--- config.mk ---
export PLATFORM = sky130hd
export DESIGN_NAME = wb_port_arbiter
export DESIGN_NICKNAME = d
export VERILOG_FILES = /design/src/rtl/wb_port_arbiter.sv
export SDC_FILE = /design/constraint.sdc
export NUM_CORES = 1
export LEC_CHECK = 0
export ABC_CLOCK_PERIOD_IN_PS = 4300
export CORE_ASPECT_RATIO = 0.8
export CORE_MARGIN = 1.5
export CORE_UTILIZATION = 48
export DETAILED_ROUTE_END_ITERATION = 8
export HOLD_SLACK_MARGIN = 0.12
export MAX_ROUTING_LAYER = met4
export PLACE_DENSITY = 0.82
export SYNTH_ARGS = -nofsm -noshare
export SYNTH_HDL_FRONTEND = slang
export SYNTH_SLANG_ARGS = --single-unit
--- constraint.sdc ---
create_clock -name clk -period 4.3 [get_ports clk]
set_clock_uncertainty 0.15 [all_clocks]
set_input_delay 0.645 -clock clk [delete_from_list [all_inputs] [get_ports clk]]
set_output_delay 0.645 -clock clk [all_outputs]
set_load 0.05 [all_outputs]
--- src/rtl/wb_port_arbiter.sv ---
// Register-file write-port arbiter: pipeline writeback has priority, long-latency unit
// results queue in a small FIFO and raise a bubble request once starved for too long.
module wb_port_arbiter #(
    parameter int unsigned REG_ADDR_WIDTH = 5,
    parameter int unsigned DATA_WIDTH     = 32,
    parameter int unsigned FIFO_DEPTH     = 2,
    parameter int unsigned MAX_WAIT       = 4
) (
    input  logic                            clk,
    input  logic                            rst,
    input  logic                            RegWrite_W,
    input  logic [REG_ADDR_WIDTH-1:0]       rd_W,
    input  logic [DATA_WIDTH-1:0]           Result_W,
    input  logic                            lu_valid,
    output logic                            lu_ready,
    input  logic [REG_ADDR_WIDTH-1:0]       lu_rd,
    input  logic [DATA_WIDTH-1:0]           lu_data,
    output logic                            rf_we,
    output logic [REG_ADDR_WIDTH-1:0]       rf_rd,
    output logic [DATA_WIDTH-1:0]           rf_wd,
    output logic                            stall_req,
    output logic [$clog2(FIFO_DEPTH):0]     fifo_count
);

    localparam int unsigned PtrW  = $clog2(FIFO_DEPTH);
    localparam int unsigned CntW  = PtrW + 1;
    localparam int unsigned WaitW = $clog2(MAX_WAIT + 1);

    typedef enum logic {StNormal, StDrain} state_e;

    logic [REG_ADDR_WIDTH-1:0] mem_rd [FIFO_DEPTH];
    logic [DATA_WIDTH-1:0]     mem_wd [FIFO_DEPTH];

    logic [CntW-1:0]  count_q;
    logic [PtrW-1:0]  wr_ptr_q, rd_ptr_q;
    logic [WaitW-1:0] wait_q;
    state_e           state_q;

    logic empty, full, pipe_req, push, pop, bypass, store;

    assign empty    = (count_q == '0);
    assign full     = (count_q == CntW'(FIFO_DEPTH));
    assign pipe_req = RegWrite_W && (rd_W != '0);
    assign lu_ready = !rst && !full;
    assign push     = lu_valid && lu_ready;
    assign pop      = !pipe_req && !empty;
    // Bypass only when nothing older is queued, so acceptance order is preserved.
    assign bypass   = !pipe_req && empty && push && (lu_rd != '0);
    assign store    = push && (lu_rd != '0) && !bypass;

    assign fifo_count = count_q;
    assign stall_req  = (state_q == StDrain);

    always_comb begin
        rf_we = 1'b0;
        rf_rd = '0;
        rf_wd = '0;
        if (!rst) begin
            if (pipe_req) begin
                rf_we = 1'b1;
                rf_rd = rd_W;
                rf_wd = Result_W;
            end else if (!empty) begin
                rf_we = 1'b1;
                rf_rd = mem_rd[rd_ptr_q];
                rf_wd = mem_wd[rd_ptr_q];
            end else if (bypass) begin
                rf_we = 1'b1;
                rf_rd = lu_rd;
                rf_wd = lu_data;
            end
        end
    end

    always_ff @(posedge clk) begin
        if (store) begin
            mem_rd[wr_ptr_q] <= lu_rd;
            mem_wd[wr_ptr_q] <= lu_data;
        end
    end

    always_ff @(posedge clk or posedge rst) begin
        if (rst) begin
            count_q  <= '0;
            wr_ptr_q <= '0;
            rd_ptr_q <= '0;
            wait_q   <= '0;
            state_q  <= StNormal;
        end else begin
            if (store) wr_ptr_q <= wr_ptr_q + 1'b1;
            if (pop)   rd_ptr_q <= rd_ptr_q + 1'b1;

            case ({store, pop})
                2'b10:   count_q <= count_q + 1'b1;
                2'b01:   count_q <= count_q - 1'b1;
                default: count_q <= count_q;
            endcase

            if (empty || pop) begin
                wait_q <= '0;
            end else if (pipe_req && (wait_q != WaitW'(MAX_WAIT))) begin
                wait_q <= wait_q + 1'b1;
            end

            case (state_q)
                StNormal: begin
                    if (!empty && pipe_req && (wait_q == WaitW'(MAX_WAIT - 1))) begin
                        state_q <= StDrain;
                    end
                end
                StDrain: begin
                    if ((count_q == CntW'(1)) && pop && !store) begin
                        state_q <= StNormal;
                    end
                end
                default: state_q <= StNormal;
            endcase
        end
    end

endmodule

==> impl_metrics.toml, run 1 <==
[outcome]
status = "complete, no violations"

[grt]
antenna_violations_before_repair = 0
residual_overflow_from_global_routing = 0
grt_max_degree = 38
global_route.usage.total_pct = 23.47
grt_first_pass_wirelength_mm = 16.27
grt_pass1_vias = 3243

[job]
drv.max_cap_violation_count = 0

[synthesis]
synthesis.area_per_instance_um2 = 12.29
ys_seq_elements = 82
share_of_synthesized_area_occupied_by_flip_flops_and_latches_pct = 57.47
post_synth_net_total = 428
cell_area_after_synthesis_um2 = 4215
post-synth-top-area-cell = "edfxtp_1"
synthTopCellsByArea = "edfxtp_1 53%, a2111oi_2 11%, a211oi_1 5.9%"
synth.yosys.warnings = 0
syn_inst = 343
synth.lib_cells_used.distinct = 27
synth_top_cell_area_share_pct = 52.72

[critical_path]
worst-path-buf-inv = 3
crit_path_cell_trace = "clkdlybuf4s50_1 -> or3_4 -> o31a_4 -> buf_12 -> a2111oi_2 -> a211oi_2 -> buf_4"
crit-reg2reg-launch = "fifo_count[0]$_DFFE_PP0P_"
crit_required_ps = 3500
critical_path_class = "input port to output pin"
startpoint = "rd_W[1]"
slowest_stage = "a2111oi_2"
cp_top_family = "compound AO/OA/AOI/OAI gates"
critical_path.max_stage_delay_ps = 450
worstSetupStartpointType = "input port"
endpoint_arrival_time_on_the_critical_path_ps = 2910
path_max_fanout = 22
r2r_slack_ps = 1270
kind_of_capture_point_of_the_worst_setup_path = "output pin"

[floorplanning]
initial_core_utilization_pct = 49.47
row_count = 30
num_io_pins = 120
coreArea_um2 = 8521
die_width_um = 107.8
fp.dieH_um = 86.82
design.die.area_um2 = 9357

[clock_tree]
clock_tree.buffer_depth = 2
holdBufCountCts = 0
cts_sinks = 82
setup_repair_bufs_after_cts = 0
htree_num_levels = 3
cts_repair_resize_count = 0
cts.root.buffer_cell = "clkbuf_8"
cts_made_buffers = 9
tritoncts = "yes"
cts.reportedPaths.clkPinSlew_ps = 80
clk_latency_ps = 350

[drt]
ant_nets = 0
drc = 0
vias_per_cell = 5.651
wirelength_mm = 10.30
avgRoutedWirePerCell_um = 17.97
drt_iter0_markers = 207
detailedRoute.firstPassIterationCount = 4
number_of_vias_in_the_routed_layout = 3238

[finish]
layout_commonest_cell = "clkdlybuf4s50_1"
insertedDiodeCount = 0
mostFrequentLayoutCells = "81 x clkdlybuf4s50_1, 74 x edfxtp_1, 45 x nor2_1, 35 x nand2_1"
flow.area_growth_from_synthesis_pct = 40.96
layout.nets = 541
layout-drive-gt1-share_pct = 27.98

[min_path]
worst_hold_startpoint = "wr_ptr_q$_DFFE_PP0P_"
worst_hold_path_type = "flip-flop to flip-flop"

[timing]
fin_worst_hold_slack_ps = 406.1
tightest_slew_ps = 1159
timing.final.hold_violations = 0
post-route-period-util_pct = 86.13
final.setup.worst_slack_ps = 596.4
grt_setup_unrepaired = "no"
totalNegativeSetupSlack_ps = 0
slew_headroom_pct = 22.52
report.final.slew_viol_count = 0
fin_crit_ps = 3704
setup_viol_count_final = 0
f_max_ghz = 0.2700

[power_and_ir_drop]
total_power_mw = 3.282
worst_ir_drop_vdd_mv = 0.4459
leakagePower_nw = 2.021
p_per_area_nw_per_um2 = 552.4

[placement]
gp_congestion = 0.7512
port-buffer-count = 119
detailedPlace.worstSlack_ps = 606.0
detailedPlacementHpwl_mm = 6.950
==> flip-flops by register name (all words and copies together) (netlist names) <==
name	flops
rd_ptr_q	1
mem_rd	10
wait_q	3
fifo_count	2
wr_ptr_q	1
mem_wd	64
stall_req	1
==> cell families (layout without fill, tap and decap cells) <==
group | after synthesis | after routing | share of synthesized area (%)
AND/OR/NAND/NOR | 121 | 121 | 13.24
AO/OA/AOI/OAI | 83 | 83 | 20.24
flip-flops | 82 | 82 | 57.47
buffers and inverters | 39 | 157 | 4.512
adder cells (fa/ha/maj) | 7 | 7 | 2.078
multiplexers | 6 | 6 | 1.425
XOR/XNOR | 5 | 5 | 1.039
==> area by class of cell <==
type,count,area [um^2]
Clock buffer,10,127.6
Fill cell,601,2579
Timing Repair Buffer,128,1364
Multi-Input combinational cell,222,1780
Clock inverter,6,57.56
Tap cell,112,140.1
Sequential cell,82,2424
Inverter,13,48.80
==> layer usage <==
layer	up-vias	GRT usage, %	routed length, um	part of all wire, %
li1	1515	-	-	-
met4	0	5.502	35	0.34
met1	1578	30.30	4496	44
met3	4	6.316	804	7.8
met2	141	37.35	4963	48
met5	-	-	0	0
==> worst reg2reg max path: cells and delay by family (launching register included) <==
kind | cells | cell delay, ps
simple gates | 2 | 1090
buf+inv | 2 | 350
compound gates | 2 | 370
flops | 1 | 440
fa+ha+maj | 1 | 230
==> synth_stat cells <==
library cell / number
o31ai_2: 1
nand2_1: 35
xor2_1: 1
o21ai_0: 7
o31a_4: 1
o211a_1: 1
nor2_1: 47
clkbuf_1: 11
inv_1: 13
o22ai_1: 5
a21oi_1: 1
nor3_1: 4
edfxtp_1: 74
ha_1: 7
a211oi_1: 33
xnor2_1: 4
buf_6: 4
o21ai_1: 1
buf_2: 11
dfrtp_1: 8
o21ai_2: 1
nand4bb_1: 1
or4_1: 1
or3_4: 1
nor2b_1: 32
mux2i_1: 6
a2111oi_2: 32
==> through the flow <==
| stage | util, % | cells | area, um^2 |
|---|---|---|---|
| after floorplan | - | 343 | 4355 |
| after global placement | 67.56 | 557 | 5757 |
| after detailed placement | 67.56 | 557 | 5757 |
| after CTS | 69.74 | 573 | 5942 |
| after global routing | 69.74 | 573 | 5942 |
| final | 69.74 | 573 | 5942 |
==> power by group <==
group	total (mW)	switching, mW	internal, mW
registers	1.12	0.124	1.00
clock network	0.534	0.271	0.264
logic	1.62	1.01	0.617
total	3.28	1.40	1.88
==> final timing paths <==
path,to,depth (start not counted)
max,rf_wd[7],7
min,wr_ptr_q$_DFFE_PP0P_,1
max reg2reg,mem_wd[0][15]$_DFFE_PP_,7
min reg2reg,wr_ptr_q$_DFFE_PP0P_,1
max in group asynchronous,rd_ptr_q$_DFFE_PP0P_,3
min in group asynchronous,fifo_count[0]$_DFFE_PP0P_,3
Note: power is estimated with default switching activity, not from simulation.
==> inputs of run 2 (changes only) <==
Settings changed: GPL_ROUTABILITY_DRIVEN set to 1, MAX_ROUTING_LAYER met4 to unset.
==> impl_metrics.toml, run 2 (synthesis gave the netlist of run 1 again) <==
[outcome]
status = "complete, no violations"

[grt]
grt_pass1_vias = 3243
grt_max_degree = 38
grt_first_pass_wirelength_mm = 16.27
antenna_violations_before_repair = 0
global_route.usage.total_pct = 22.77
residual_overflow_from_global_routing = 0

[power_and_ir_drop]
leakagePower_nw = 2.021
power.switching_fraction_pct = 42.73
clockPowerShare_pct = 16.3
internal_power_summed_over_all_cells_mw = 1.881
combinationalPowerShare_pct = 49.5
p_per_area_nw_per_um2 = 552.6
worst_ir_drop_vdd_mv = 0.4462
share_seq_of_total_power_pct = 34.2
total_power_mw = 3.284
power.net_switching_mw = 1.403

[finish]
largest_register = "mem_wd"
top_regs = "mem_wd: 64 flops, mem_rd: 10 flops, wait_q: 3 flops"
layout-drive-gt1-share_pct = 27.98
layout_commonest_cell = "clkdlybuf4s50_1"
layout.nets = 541
layout.cells.non_filler = 573
flow.area_growth_from_synthesis_pct = 40.96
insertedDiodeCount = 0
mostFrequentLayoutCells = "81 x clkdlybuf4s50_1, 74 x edfxtp_1, 45 x nor2_1, 35 x nand2_1"
largest_register_ff_count = 64

[timing]
tightest_slew_ps = 1157
fin_crit_ps = 3703
setup_viol_count_final = 0
f_max_ghz = 0.2700
timing.final.hold_violations = 0
slew_headroom_pct = 22.66
post-route-period-util_pct = 86.12
report.final.slew_viol_count = 0
totalNegativeSetupSlack_ps = 0
grt_setup_unrepaired = "no"
fin_worst_hold_slack_ps = 408.8

[clock_tree]
tritoncts = "yes"
cts_sinks = 82
holdBufCountCts = 0
cts.root.buffer_cell = "clkbuf_8"
cts.reportedPaths.clkPinSlew_ps = 80
htree_num_levels = 3
clk_latency_ps = 350
setup_repair_bufs_after_cts = 0
cts_repair_resize_count = 0
cts_made_buffers = 9
clock_tree.buffer_depth = 2

[critical_path]
critical_path_class = "input port to output pin"
crit-reg2reg-launch = "fifo_count[0]$_DFFE_PP0P_"
critical_path.endpoint = "rf_wd[7]"
startpoint = "rd_W[1]"
crit_path_cell_trace = "clkdlybuf4s50_1 -> or3_4 -> o31a_4 -> buf_12 -> a2111oi_2 -> a211oi_2 -> buf_4"
crit_required_ps = 3500
r2r_slack_ps = 1260
worstSetupStartpointType = "input port"
path_max_fanout = 22
kind_of_capture_point_of_the_worst_setup_path = "output pin"
critical_path.max_stage_delay_ps = 450
endpoint_arrival_time_on_the_critical_path_ps = 2910
slowest_stage = "a2111oi_2"
regToRegEndpoint = "mem_wd[0][7]$_DFFE_PP_"
depth_of_the_worst_register_to_register_path = 7

[placement]
placed_cells = 557
port-buffer-count = 119
detailedPlacementHpwl_mm = 6.950
gp_congestion = 0.7420

[drt]
wirelength_mm = 10.29
vias_per_cell = 5.649
drt_iter0_markers = 198
drc = 0
avgRoutedWirePerCell_um = 17.95
ant_nets = 0
detailedRoute.firstPassIterationCount = 5
number_of_vias_in_the_routed_layout = 3237

[job]
drv.max_cap_violation_count = 0

[floorplanning]
die_width_um = 107.8
fp.dieH_um = 86.82
coreArea_um2 = 8521
initial_core_utilization_pct = 49.47
design.die.area_um2 = 9357
num_io_pins = 120
row_count = 30

[min_path]
worst_hold_path_type = "flip-flop to flip-flop"
[run 2: power groups by stage]
stage	logic [mW]	registers (mW)	clock network (mW)
finish	1.62	1.12	0.536
global route	1.73	1.14	0.573
CTS	1.64	1.12	0.545
detailed placement	1.63	1.14	0
global placement	1.60	1.13	0
floorplan	1.11	1.11	0
[run 2: final cells by class]
type	count	area [um^2]
Fill cell	601	2579
Sequential cell	82	2424
Multi-Input combinational cell	222	1780
Timing Repair Buffer	128	1364
Tap cell	112	140.1
Clock buffer	10	127.6
Clock inverter	6	57.56
Inverter	13	48.80
[run 2: worst min-delay path by stage]
stage	start	endpoint	slack, ps	depth (start not counted)
6_report	wr_ptr_q$_DFFE_PP0P_	wr_ptr_q$_DFFE_PP0P_	410	1
5_1_grt	wr_ptr_q$_DFFE_PP0P_	wr_ptr_q$_DFFE_PP0P_	430	1
4_1_cts	wr_ptr_q$_DFFE_PP0P_	wr_ptr_q$_DFFE_PP0P_	410	1
3_5_place_dp	wr_ptr_q$_DFFE_PP0P_	wr_ptr_q$_DFFE_PP0P_	390	1
3_3_place_gp	fifo_count[0]$_DFFE_PP0P_	fifo_count[0]$_DFFE_PP0P_	380	1
2_1_floorplan	wr_ptr_q$_DFFE_PP0P_	wr_ptr_q$_DFFE_PP0P_	320	1
[run 2: metrics by stage]
step | setup slack [ps] | instance area [um^2] | utilization (%)
floorplan | -50.67 | 4355 | -
global placement | 619.3 | 5757 | 67.56
detailed placement | 606.0 | 5757 | 67.56
CTS | 603.9 | 5942 | 69.74
global route | 502.0 | 5942 | 69.74
finish | 596.8 | 5942 | 69.74
[run 2: worst max-delay path: cells and delay by family]
family                 cells  cell delay (ps)
AO/OA/AOI/OAI              3              970
AND/OR/NAND/NOR            1              420
buffers and inverters      3              860
[run 2: routing by layer]
metal  up-vias  share of wire, %  global-route usage, %
li1       1512                 -                      -
met2       125                48                  37.35
met3         9               6.4                  6.316
met4         0              0.85                  5.861
met1      1591                45                  30.15
met5         -                 0                      0
